`src/rtl/pc_fetch_seq_if.sv`:
```
// Fetch-sequencer bus bundle: imem request/ack, decode valid/ready and branch redirect.
// Optional trap/epc signals exist only when PC_TRAP_EN is defined.
interface pc_fetch_seq_if #(
    parameter int XLEN = 32
);
    logic            imem_req;
    logic [XLEN-1:0] imem_addr;
    logic            imem_ack;
    logic [31:0]     imem_rdata;
    logic            inst_valid;
    logic [31:0]     inst;
    logic [XLEN-1:0] inst_pc;
    logic            inst_ready;
    logic            branch;
    logic            ZERO;
    logic [XLEN-1:0] tar_inst;
    logic [XLEN-1:0] pc_cur;
`ifdef PC_TRAP_EN
    logic            trap;
    logic [XLEN-1:0] epc;
`endif

    modport master (
        output imem_req, imem_addr,
        input  imem_ack, imem_rdata,
        output inst_valid, inst, inst_pc,
        input  inst_ready, branch, ZERO, tar_inst,
`ifdef PC_TRAP_EN
        input  trap,
        output epc,
`endif
        output pc_cur
    );

    modport slave (
        input  imem_req, imem_addr,
        output imem_ack, imem_rdata,
        input  inst_valid, inst, inst_pc,
        output inst_ready, branch, ZERO, tar_inst,
`ifdef PC_TRAP_EN
        output trap,
        input  epc,
`endif
        input  pc_cur
    );
endinterface

```
`src/rtl/pc_fetch_seq.sv`:
```
// Fetch sequencer: owns the word-addressed PC, issues imem fetches, holds one instruction for decode.
// Define PC_TRAP_EN to add the trap input / epc output with trap-over-branch priority.
module pc_fetch_seq #(
    parameter int              XLEN     = 32,
`ifdef PC_TRAP_EN
    parameter logic [XLEN-1:0] TRAP_VEC = 'h10,
`endif
    parameter logic [XLEN-1:0] RESET_PC = '0
) (
    input  logic           clk,
    input  logic           reset,
    pc_fetch_seq_if.master bus
);

    typedef enum logic [1:0] {
        IDLE  = 2'd0,
        REQ   = 2'd1,
        HOLD  = 2'd2,
        FLUSH = 2'd3
    } state_t;

    state_t          state, state_nxt;
    logic [XLEN-1:0] pc, pc_nxt;
    logic [31:0]     inst, inst_nxt;
    logic [XLEN-1:0] inst_pc, inst_pc_nxt;
    logic            redirect;
`ifdef PC_TRAP_EN
    logic [XLEN-1:0] epc, epc_nxt;
`endif

    assign redirect = bus.branch && bus.ZERO;

    always_ff @(posedge clk or negedge reset) begin
        if (!reset) begin
            state   <= IDLE;
            pc      <= RESET_PC;
            inst    <= '0;
            inst_pc <= '0;
`ifdef PC_TRAP_EN
            epc     <= '0;
`endif
        end else begin
            state   <= state_nxt;
            pc      <= pc_nxt;
            inst    <= inst_nxt;
            inst_pc <= inst_pc_nxt;
`ifdef PC_TRAP_EN
            epc     <= epc_nxt;
`endif
        end
    end

    always_comb begin
        state_nxt   = state;
        pc_nxt      = pc;
        inst_nxt    = inst;
        inst_pc_nxt = inst_pc;
`ifdef PC_TRAP_EN
        epc_nxt     = epc;
`endif
        case (state)
            IDLE: begin
                state_nxt = REQ;
                if (redirect) pc_nxt = bus.tar_inst;
            end
            REQ: begin
                // A redirect wins over a same-cycle ack, so that fetched word is dropped.
                if (redirect) begin
                    pc_nxt    = bus.tar_inst;
                    state_nxt = FLUSH;
                end else if (bus.imem_ack) begin
                    inst_nxt    = bus.imem_rdata;
                    inst_pc_nxt = pc;
                    pc_nxt      = pc + XLEN'(1);
                    state_nxt   = HOLD;
                end
            end
            HOLD: begin
                if (redirect) begin
                    pc_nxt    = bus.tar_inst;
                    state_nxt = FLUSH;
                end else if (bus.inst_ready) begin
                    state_nxt = REQ;
                end
            end
            FLUSH:   state_nxt = REQ;
            default: state_nxt = IDLE;
        endcase
`ifdef PC_TRAP_EN
        if (bus.trap) begin
            epc_nxt     = (state == HOLD) ? inst_pc : pc;
            pc_nxt      = TRAP_VEC;
            inst_nxt    = inst;
            inst_pc_nxt = inst_pc;
            state_nxt   = (state == IDLE) ? REQ : FLUSH;
        end
`endif
    end

    assign bus.imem_req   = (state == REQ);
    assign bus.imem_addr  = pc;
    assign bus.inst_valid = (state == HOLD);
    assign bus.inst       = inst;
    assign bus.inst_pc    = inst_pc;
    assign bus.pc_cur     = pc;
`ifdef PC_TRAP_EN
    assign bus.epc        = epc;
`endif

endmodule
```
`src/flat_wrapper.sv`:
```
// flat-port wrapper written by rule: the top's interface ports become plain ports
module pc_fetch_seq_flat 
#(
    parameter int              XLEN     = 32,

    parameter logic [XLEN-1:0] RESET_PC = '0
)
  (clk, reset, bus_imem_req, bus_imem_addr, bus_imem_ack, bus_imem_rdata, bus_inst_valid, bus_inst, bus_inst_pc, bus_inst_ready, bus_branch, bus_ZERO, bus_tar_inst, bus_pc_cur);
  pc_fetch_seq_if #(.XLEN(XLEN)) bus_i ();
  input  logic clk;
  input  logic reset;
  output wire logic [$bits(bus_i.imem_req)-1:0] bus_imem_req;
  output wire logic [$bits(bus_i.imem_addr)-1:0] bus_imem_addr;
  input wire logic [$bits(bus_i.imem_ack)-1:0] bus_imem_ack;
  input wire logic [$bits(bus_i.imem_rdata)-1:0] bus_imem_rdata;
  output wire logic [$bits(bus_i.inst_valid)-1:0] bus_inst_valid;
  output wire logic [$bits(bus_i.inst)-1:0] bus_inst;
  output wire logic [$bits(bus_i.inst_pc)-1:0] bus_inst_pc;
  input wire logic [$bits(bus_i.inst_ready)-1:0] bus_inst_ready;
  input wire logic [$bits(bus_i.branch)-1:0] bus_branch;
  input wire logic [$bits(bus_i.ZERO)-1:0] bus_ZERO;
  input wire logic [$bits(bus_i.tar_inst)-1:0] bus_tar_inst;
  output wire logic [$bits(bus_i.pc_cur)-1:0] bus_pc_cur;
  assign bus_imem_req = bus_i.imem_req;
  assign bus_imem_addr = bus_i.imem_addr;
  assign bus_i.imem_ack = bus_imem_ack;
  assign bus_i.imem_rdata = bus_imem_rdata;
  assign bus_inst_valid = bus_i.inst_valid;
  assign bus_inst = bus_i.inst;
  assign bus_inst_pc = bus_i.inst_pc;
  assign bus_i.inst_ready = bus_inst_ready;
  assign bus_i.branch = bus_branch;
  assign bus_i.ZERO = bus_ZERO;
  assign bus_i.tar_inst = bus_tar_inst;
  assign bus_pc_cur = bus_i.pc_cur;
  pc_fetch_seq #(.XLEN(XLEN), .RESET_PC(RESET_PC)) u_core (.clk(clk), .reset(reset), .bus(bus_i));
endmodule
```
`config.mk`:
```
export PLATFORM = sky130hd
export DESIGN_NAME = pc_fetch_seq_flat
export DESIGN_NICKNAME = d
export VERILOG_FILES = /design/src/rtl/pc_fetch_seq_if.sv /design/src/rtl/pc_fetch_seq.sv /design/src/flat_wrapper.sv
export SDC_FILE = /design/constraint.sdc
export NUM_CORES = 1
export LEC_CHECK = 0
export ABC_AREA = 1
export CORE_MARGIN = 2
export CORE_UTILIZATION = 49
export CTS_BUF_LIST = sky130_fd_sc_hd__clkbuf_2
export DETAILED_ROUTE_END_ITERATION = 12
export GPL_ROUTABILITY_DRIVEN = 0
export MAX_ROUTING_LAYER = met4
export PLACE_DENSITY = 0.88
export SLEW_MARGIN = 20
export SYNTH_ARGS = -nofsm -noshare
export SYNTH_HDL_FRONTEND = slang
export SYNTH_SLANG_ARGS = --single-unit
```
`constraint.sdc`:
```
create_clock -name clk -period 2.8 [get_ports clk]
set_input_delay 0.56 -clock clk [delete_from_list [all_inputs] [get_ports clk]]
set_output_delay 0.56 -clock clk [all_outputs]
set_load 0.005 [all_outputs]
```
==> results.md <==
- Status: finished clean
- Synth Net Count: 710
- Vias in the first global route: 4971
- CTS root buffer: clkbuf_2
- Clock-pin slew on the worst setup and hold paths: 0.28 ns
- Post-CTS Setup Inserts: 0
- Fillers: 797
- Hold/Removal Path Class: primary input to flip-flop
- Clock tree buffer depth: 2
- Post-DP Area: 7070 um^2
- Initial core utilization: 50.3%
- Mapped Area: 5190 um^2
- Detailed Place HPWL: 11600 um
- Slew Viols, Final: 0
- Post-Route WL: 14900 um
- Max_cap viols: 0
- Pre-CTS setup slack: 0.458 ns
- Yosys warns: 0
- Layout cells sized above 1: 8.88%
- Tot GR Track Use: 27.5%
- Final period utilization: 84.4%
- Met2 wire length: 7340 um
- Max layer used: met4
- Peak VDD IR: 727 uV
- DRC errors left: 0
- Setup TNS Final: 0 ns
- First-pass GRT wire length: 23800 um
- Sequential share of the synthesized area: 47.2%
- Die area: 11400 um^2
- WP data required: 2.24 ns
- Drt pass-1 iters: 6
- RSZ-0062 raised after global routing: false
- Boundary Pins: 200
- Max_slew headroom: 49.9%
- Setup violations, final: 0
- Routed WL per cell: 15.7 um
- Layout area overhead: 39.3%
- Worst-Margin Slew: 0.752 ns
- Vias per std cell: 5.24
- Ant. Diodes: 0
- Fin area: 7230 um^2
- Port buffer count: 199
- Setup WS post-layout: 0.436 ns
- Pwr dens: 1120 nW/um^2
- Most frequent cells in the layout: clkdlybuf4s50_1 (198), nand2_1 (165), nor2_1 (120), dfrtp_1 (98)
- GRT overflow: 0
- Met1 WL: 5760 um
- Largest net degree at the start of global routing: 58
- Fin crit period: 2.36 ns
- Die Ht: 107 um
- Yosys reg bits: 98
- Netlist cell types: 26
- Final net count: 877
- Met3 WL: 1480 um
- Leakage: 3.17 nW
- Final Hold Fails: 0
- Num rows: 37
- Register area: 2450 um^2
- Chip width: 107 um
- Final ANT Viol Nets: 0
- Initial antenna violation count: 0
- Area of the multi-input gates: 2190 um^2
- Crit path DAT: 1.80 ns
- Max Fclk: 423 MHz
- Critical path startpoint category: flip-flop
- Fin Hold WS: 0.501 ns
- Vias: 4961
- Worst Path Max Fanout: 4
- Clock sink count: 98
- Syn_area_per_cell: 8.13 um^2
- Starting DRT DRC Count: 321
- Crit path kind: flip-flop to output port
- Commonest non-fill, non-tap cell in the layout: clkdlybuf4s50_1
- CP endpoint kind: output port
- Clock insertion delay at the later pin of the skew report: 0.60 ns
- Cts bufs inserted: 9
- Core ar.: 10300 um^2
- H-tree level count: 3
- Synth Instances: 639
- TritonCTS clock tree: built
- Worst Skew: 0.0389 ns
==> report_power, final <==
| group | total, W | switching [W] | internal [W] |
|---|---|---|---|
| Clock | 0.000842 | 0.000524 | 0.000318 |
| Combinational | 0.00442 | 0.00193 | 0.00250 |
| Sequential | 0.00286 | 0.000734 | 0.00212 |
| Total | 0.00812 | 0.00319 | 0.00494 |
==> cell usage after synthesis <==
cell type / count / share of area (%)
o21ai_0: 23 / 2.2
nand2_1: 165 / 12
buf_2: 11 / 1.1
nor2_2: 1 / 0.12
nor2_8: 1 / 0.39
a31oi_1: 2 / 0.24
a21boi_1: 1 / 0.14
nor2_1: 120 / 8.7
mux2_2: 32 / 6.9
ha_1: 1 / 0.24
nor2_4: 3 / 0.65
a211oi_1: 1 / 0.14
dfrtp_1: 98 / 47
o21bai_1: 1 / 0.14
o22ai_1: 2 / 0.24
o21a_1: 1 / 0.14
or2_2: 1 / 0.12
buf_4: 37 / 5.3
inv_2: 3 / 0.22
nand2_2: 5 / 0.60
a21oi_1: 36 / 3.5
xnor2_1: 1 / 0.17
buf_6: 5 / 1.1
mux2_1: 8 / 1.7
nand3_1: 40 / 3.9
inv_1: 40 / 2.9
==> area by class of cell <==
| class | count | area share, % |
|---|---|---|
| Multi-Input combinational cell | 445 | 30.3 |
| Clock buffer | 9 | 0.623 |
| Clock inverter | 7 | 1.51 |
| Tap cell | 136 | 2.35 |
| Inverter | 43 | 2.23 |
| Sequential cell | 98 | 33.9 |
| Timing Repair Buffer | 209 | 29.1 |
==> cells by family after synthesis <==
logic type	count (synthesis)	share of synthesized area (%)
muxes	40	8.67
buffers and inverters	96	10.6
AOI/OAI and AO/OA	67	6.75
and+or+nand+nor	336	26.3
DFF	98	47.2
adders and majority gates	1	0.241
xor gates and xnor gates	1	0.169
==> stage by stage <==
| stage | util [%] | instances | power [W] |
|---|---|---|---|
| 6_report | 70.1 | 947 | 0.00812 |
| 5_1_grt | 70.1 | 947 | 0.00871 |
| 4_1_cts | 70.1 | 947 | 0.00816 |
| 3_5_place_dp | 68.5 | 930 | 0.00730 |
| 3_3_place_gp | 68.5 | 930 | 0.00711 |
| 2_1_floorplan | - | 639 | 0.00503 |
==> flip-flops by register name, summed over array words and instances, names as in the netlist <==
signal	count
u_core.bus.imem_addr	32
u_core.bus.inst	32
u_core.bus.inst_pc	32
u_core.state	2
==> final timing paths <==
check	from	to	slack [ns]	cells after the start
min in group asynchronous	reset	u_core.bus.inst_pc[0]	0.52	2
max in group asynchronous	reset	u_core.bus.imem_addr[18]	1.56	3
min reg2reg	u_core.bus.inst[7]	u_core.bus.inst[7]	0.53	1
min	bus_tar_inst[1]	u_core.bus.imem_addr[1]	0.50	3
max reg2reg	u_core.bus.imem_addr[1]	u_core.bus.imem_addr[18]	0.85	10
max	u_core.state[0]	bus_inst_valid	0.44	2
==> repair_timing <==
action	CTS	global route
endpoints found under the hold margin	46	0
gates resized for setup	0	0
hold buffers	1	0
==> metal layers <==
metal	vias to the layer above	track usage, %
met5	-	-
met4	0	9.83
met3	45	7.05
met2	285	45.4
met1	2283	32.9
li1	2348	-
==> critical path, cell delays in order (launching register included) <==
cell and delay [ns]:
dfrtp_1 0.47, nor2_1 0.22, clkdlybuf4s50_1 0.55
Power figures use the tool's default switching activity.
==> RTL change: new RTL, same settings <==
`XLEN` is set to 32 in 3 places; all go to 64.
--- a/src/rtl/pc_fetch_seq_if.sv
+++ b/src/rtl/pc_fetch_seq_if.sv
@@ -1,7 +1,7 @@
 // Fetch-sequencer bus bundle: imem request/ack, decode valid/ready and branch redirect.
 // Optional trap/epc signals exist only when PC_TRAP_EN is defined.
 interface pc_fetch_seq_if #(
-    parameter int XLEN = 32
+    parameter int XLEN = 64
 );
     logic            imem_req;
     logic [XLEN-1:0] imem_addr;
--- a/src/rtl/pc_fetch_seq.sv
+++ b/src/rtl/pc_fetch_seq.sv
@@ -1,7 +1,7 @@
 // Fetch sequencer: owns the word-addressed PC, issues imem fetches, holds one instruction for decode.
 // Define PC_TRAP_EN to add the trap input / epc output with trap-over-branch priority.
 module pc_fetch_seq #(
-    parameter int              XLEN     = 32,
+    parameter int              XLEN     = 64,
 `ifdef PC_TRAP_EN
     parameter logic [XLEN-1:0] TRAP_VEC = 'h10,
 `endif
--- a/src/flat_wrapper.sv
+++ b/src/flat_wrapper.sv
@@ -1,7 +1,7 @@
 // flat-port wrapper written by rule: the top's interface ports become plain ports
 module pc_fetch_seq_flat 
 #(
-    parameter int              XLEN     = 32,
+    parameter int              XLEN     = 64,
 
     parameter logic [XLEN-1:0] RESET_PC = '0
 )
Interface: changed (resized bus_imem_addr, bus_inst_pc, bus_pc_cur and bus_tar_inst); port bits go from 200 to 328. No check against the original RTL was run, so the function may have changed too.
==> RTL change against the original RTL <==
Clock skew rose by 0.016 ns. Maximum frequency fell by 8.3%. Cell area rose by 77%. Power rose by 79%. Area after synthesis rose by 82%. Die area rose by 79%. Utilization fell by 2.0 points. Sequential cell count rose by 64. Sequential share of layout area fell by 2.3 points. Routed wire length rose by 110%. Worst setup slack got worse by 0.21 ns. Clock power rose by 92%.
==> RTL change: results (changes against the original RTL) <==
Pleak: 5.55 nW (+75%)
drt total wl: 31,200 microns (+110%)
share of cells above drive strength 1: 9.22% (+0.35 points)
first-pass GRT wire length: 48,100 microns (+100%)
port bufs: 327 (+64%)
Mapped Nets: 1,344 (+89%)
Final nets: 1,597 (+82%)
Worst EP arrival: 2.02 ns (+0.22 ns)
H-tree Lvls: 4 (+1)
initial antenna violation count: 4 (+4)
actual slew at the worst max-slew pin: 0.647 ns (-0.104 ns)
total track usage: 31.4% (+3.8 points)
status: completed
setup ws final: 0.222 ns (-0.215 ns)
number of fill cells: 1,523 (+91%)
Synth top cells by count: 331 x nand2_1, 214 x nor2_1, 162 x dfrtp_1
synth top area cells: dfrtp_1 43%, nand2_1 13%, nor2_1 8.5%, mux2_2 6.7%, buf_4 6.0%
reg2reg setup slack: 0.48 ns (-0.37 ns)
Cell Area, Placed: 12,500 sq um (+77%)
DRT met1 WL: 12,200 microns (+110%)
via count: 9,630 (+94%)
clk_skew: 0.0544 ns (+0.0155 ns)
capturing point of the worst reg2reg path: u_core.bus.imem_addr[60]$_DFFE_PN0P_
Place WS: 0.260 ns (-0.198 ns)
TritonCTS Buffers: 17 (+8)
number of distinct library cells after synthesis: 35 (+35%)
maximum number of pins on one net before global-route repair: 80 (+38%)
1st-iter DRT viols: 1,244 (+290%)
Hold Crit Class: input port to async pin
Crit Path Max Fanout: 5 (+1)
met2 routed wirelength: 14,300 microns (+94%)
CP startpoint: u_core.state[0]$_DFFE_PN0P_
hpwl dp: 23,900 microns (+110%)
vias in the first global route: 9,016 (+81%)
DR WL met3: 3460 microns (+130%)
## RTL change: cell count changes after synthesis, sizes merged, moves of 5 or more
cell / delta
o22ai: +14
buf: +48
mux2: +16
nand3: +28
nor2: +109
a21oi: +46
o21ai: +23
clkbuf: +6
nor3: +5
nand4: +14
inv: +47
dfrtp: +64
nand2: +174
## RTL change: cell families after synthesis
kind of cell,count (synthesis),share of synthesized area [%]
and+or+nand+nor,669,29.8
buffers and inverters,198,11.8
DFF,162,42.9
AOI/OAI and AO/OA,152,8.48
muxes,56,6.67
xor gates and xnor gates,3,0.278
adders and majority gates,1,0.132
## RTL change: routing by layer
layer | up-vias | global-route usage [%]
met2 | 660 | 47.3
met1 | 4433 | 40.6
met4 | 0 | 13.5
met3 | 97 | 7.55
li1 | 4440 | -
met5 | - | -
## RTL change: where the power goes
part           leakage, nW  internal, mW  switching (mW)  total [mW]
sequential            1.86          3.50            1.44        4.93
clock                0.172         0.694           0.928        1.62
combinational         3.52          4.32            3.63        7.95
## RTL change: stage by stage
step,hold slack (ns),util (%),std cells
floorplan,0.264,-,1241
detailed placement,0.496,66.3,1734
CTS,0.246,68.0,1767
global placement,0.489,66.3,1734
global route,0.300,68.1,1771
finish,0.258,68.1,1771
## RTL change: worst max-delay path by stage
stage	end	cells after the start
2_1_floorplan	u_core.bus.inst[10]$_DFFE_PN0P_	7
3_3_place_gp	u_core.bus.inst_pc[46]$_DFFE_PN0P_	10
3_5_place_dp	u_core.bus.inst_pc[51]$_DFFE_PN0P_	10
4_1_cts	bus_inst_valid	2
5_1_grt	bus_inst_valid	2
6_report	bus_inst_valid	2
## RTL change: repair_timing
action | CTS | global route
hold buffers | 1 | 0
resized for setup | 0 | 0
endpoints found under the hold margin | 60 | 0
## RTL change: layout make-up
cell class                      count  area [sq um]  area share, %
Multi-Input combinational cell    881          4290           33.5
Sequential cell                   162          4050           31.6
Timing Repair Buffer              341          3480           27.2
Inverter                           91           343           2.67
Tap cell                          260           325           2.54
Clock inverter                     14           225           1.76
Clock buffer                       18          90.1          0.703
Antenna cell                        4          10.0         0.0781
## RTL change: worst register-to-register path: cells and delay by family, from the launching register on
family,cells,cell delay (ns)
DFF,1,0.53
adders and majority gates,1,0.29
and+or+nand+nor,7,1.06
AOI/OAI and AO/OA,1,0.17
buffers and inverters,1,0.14
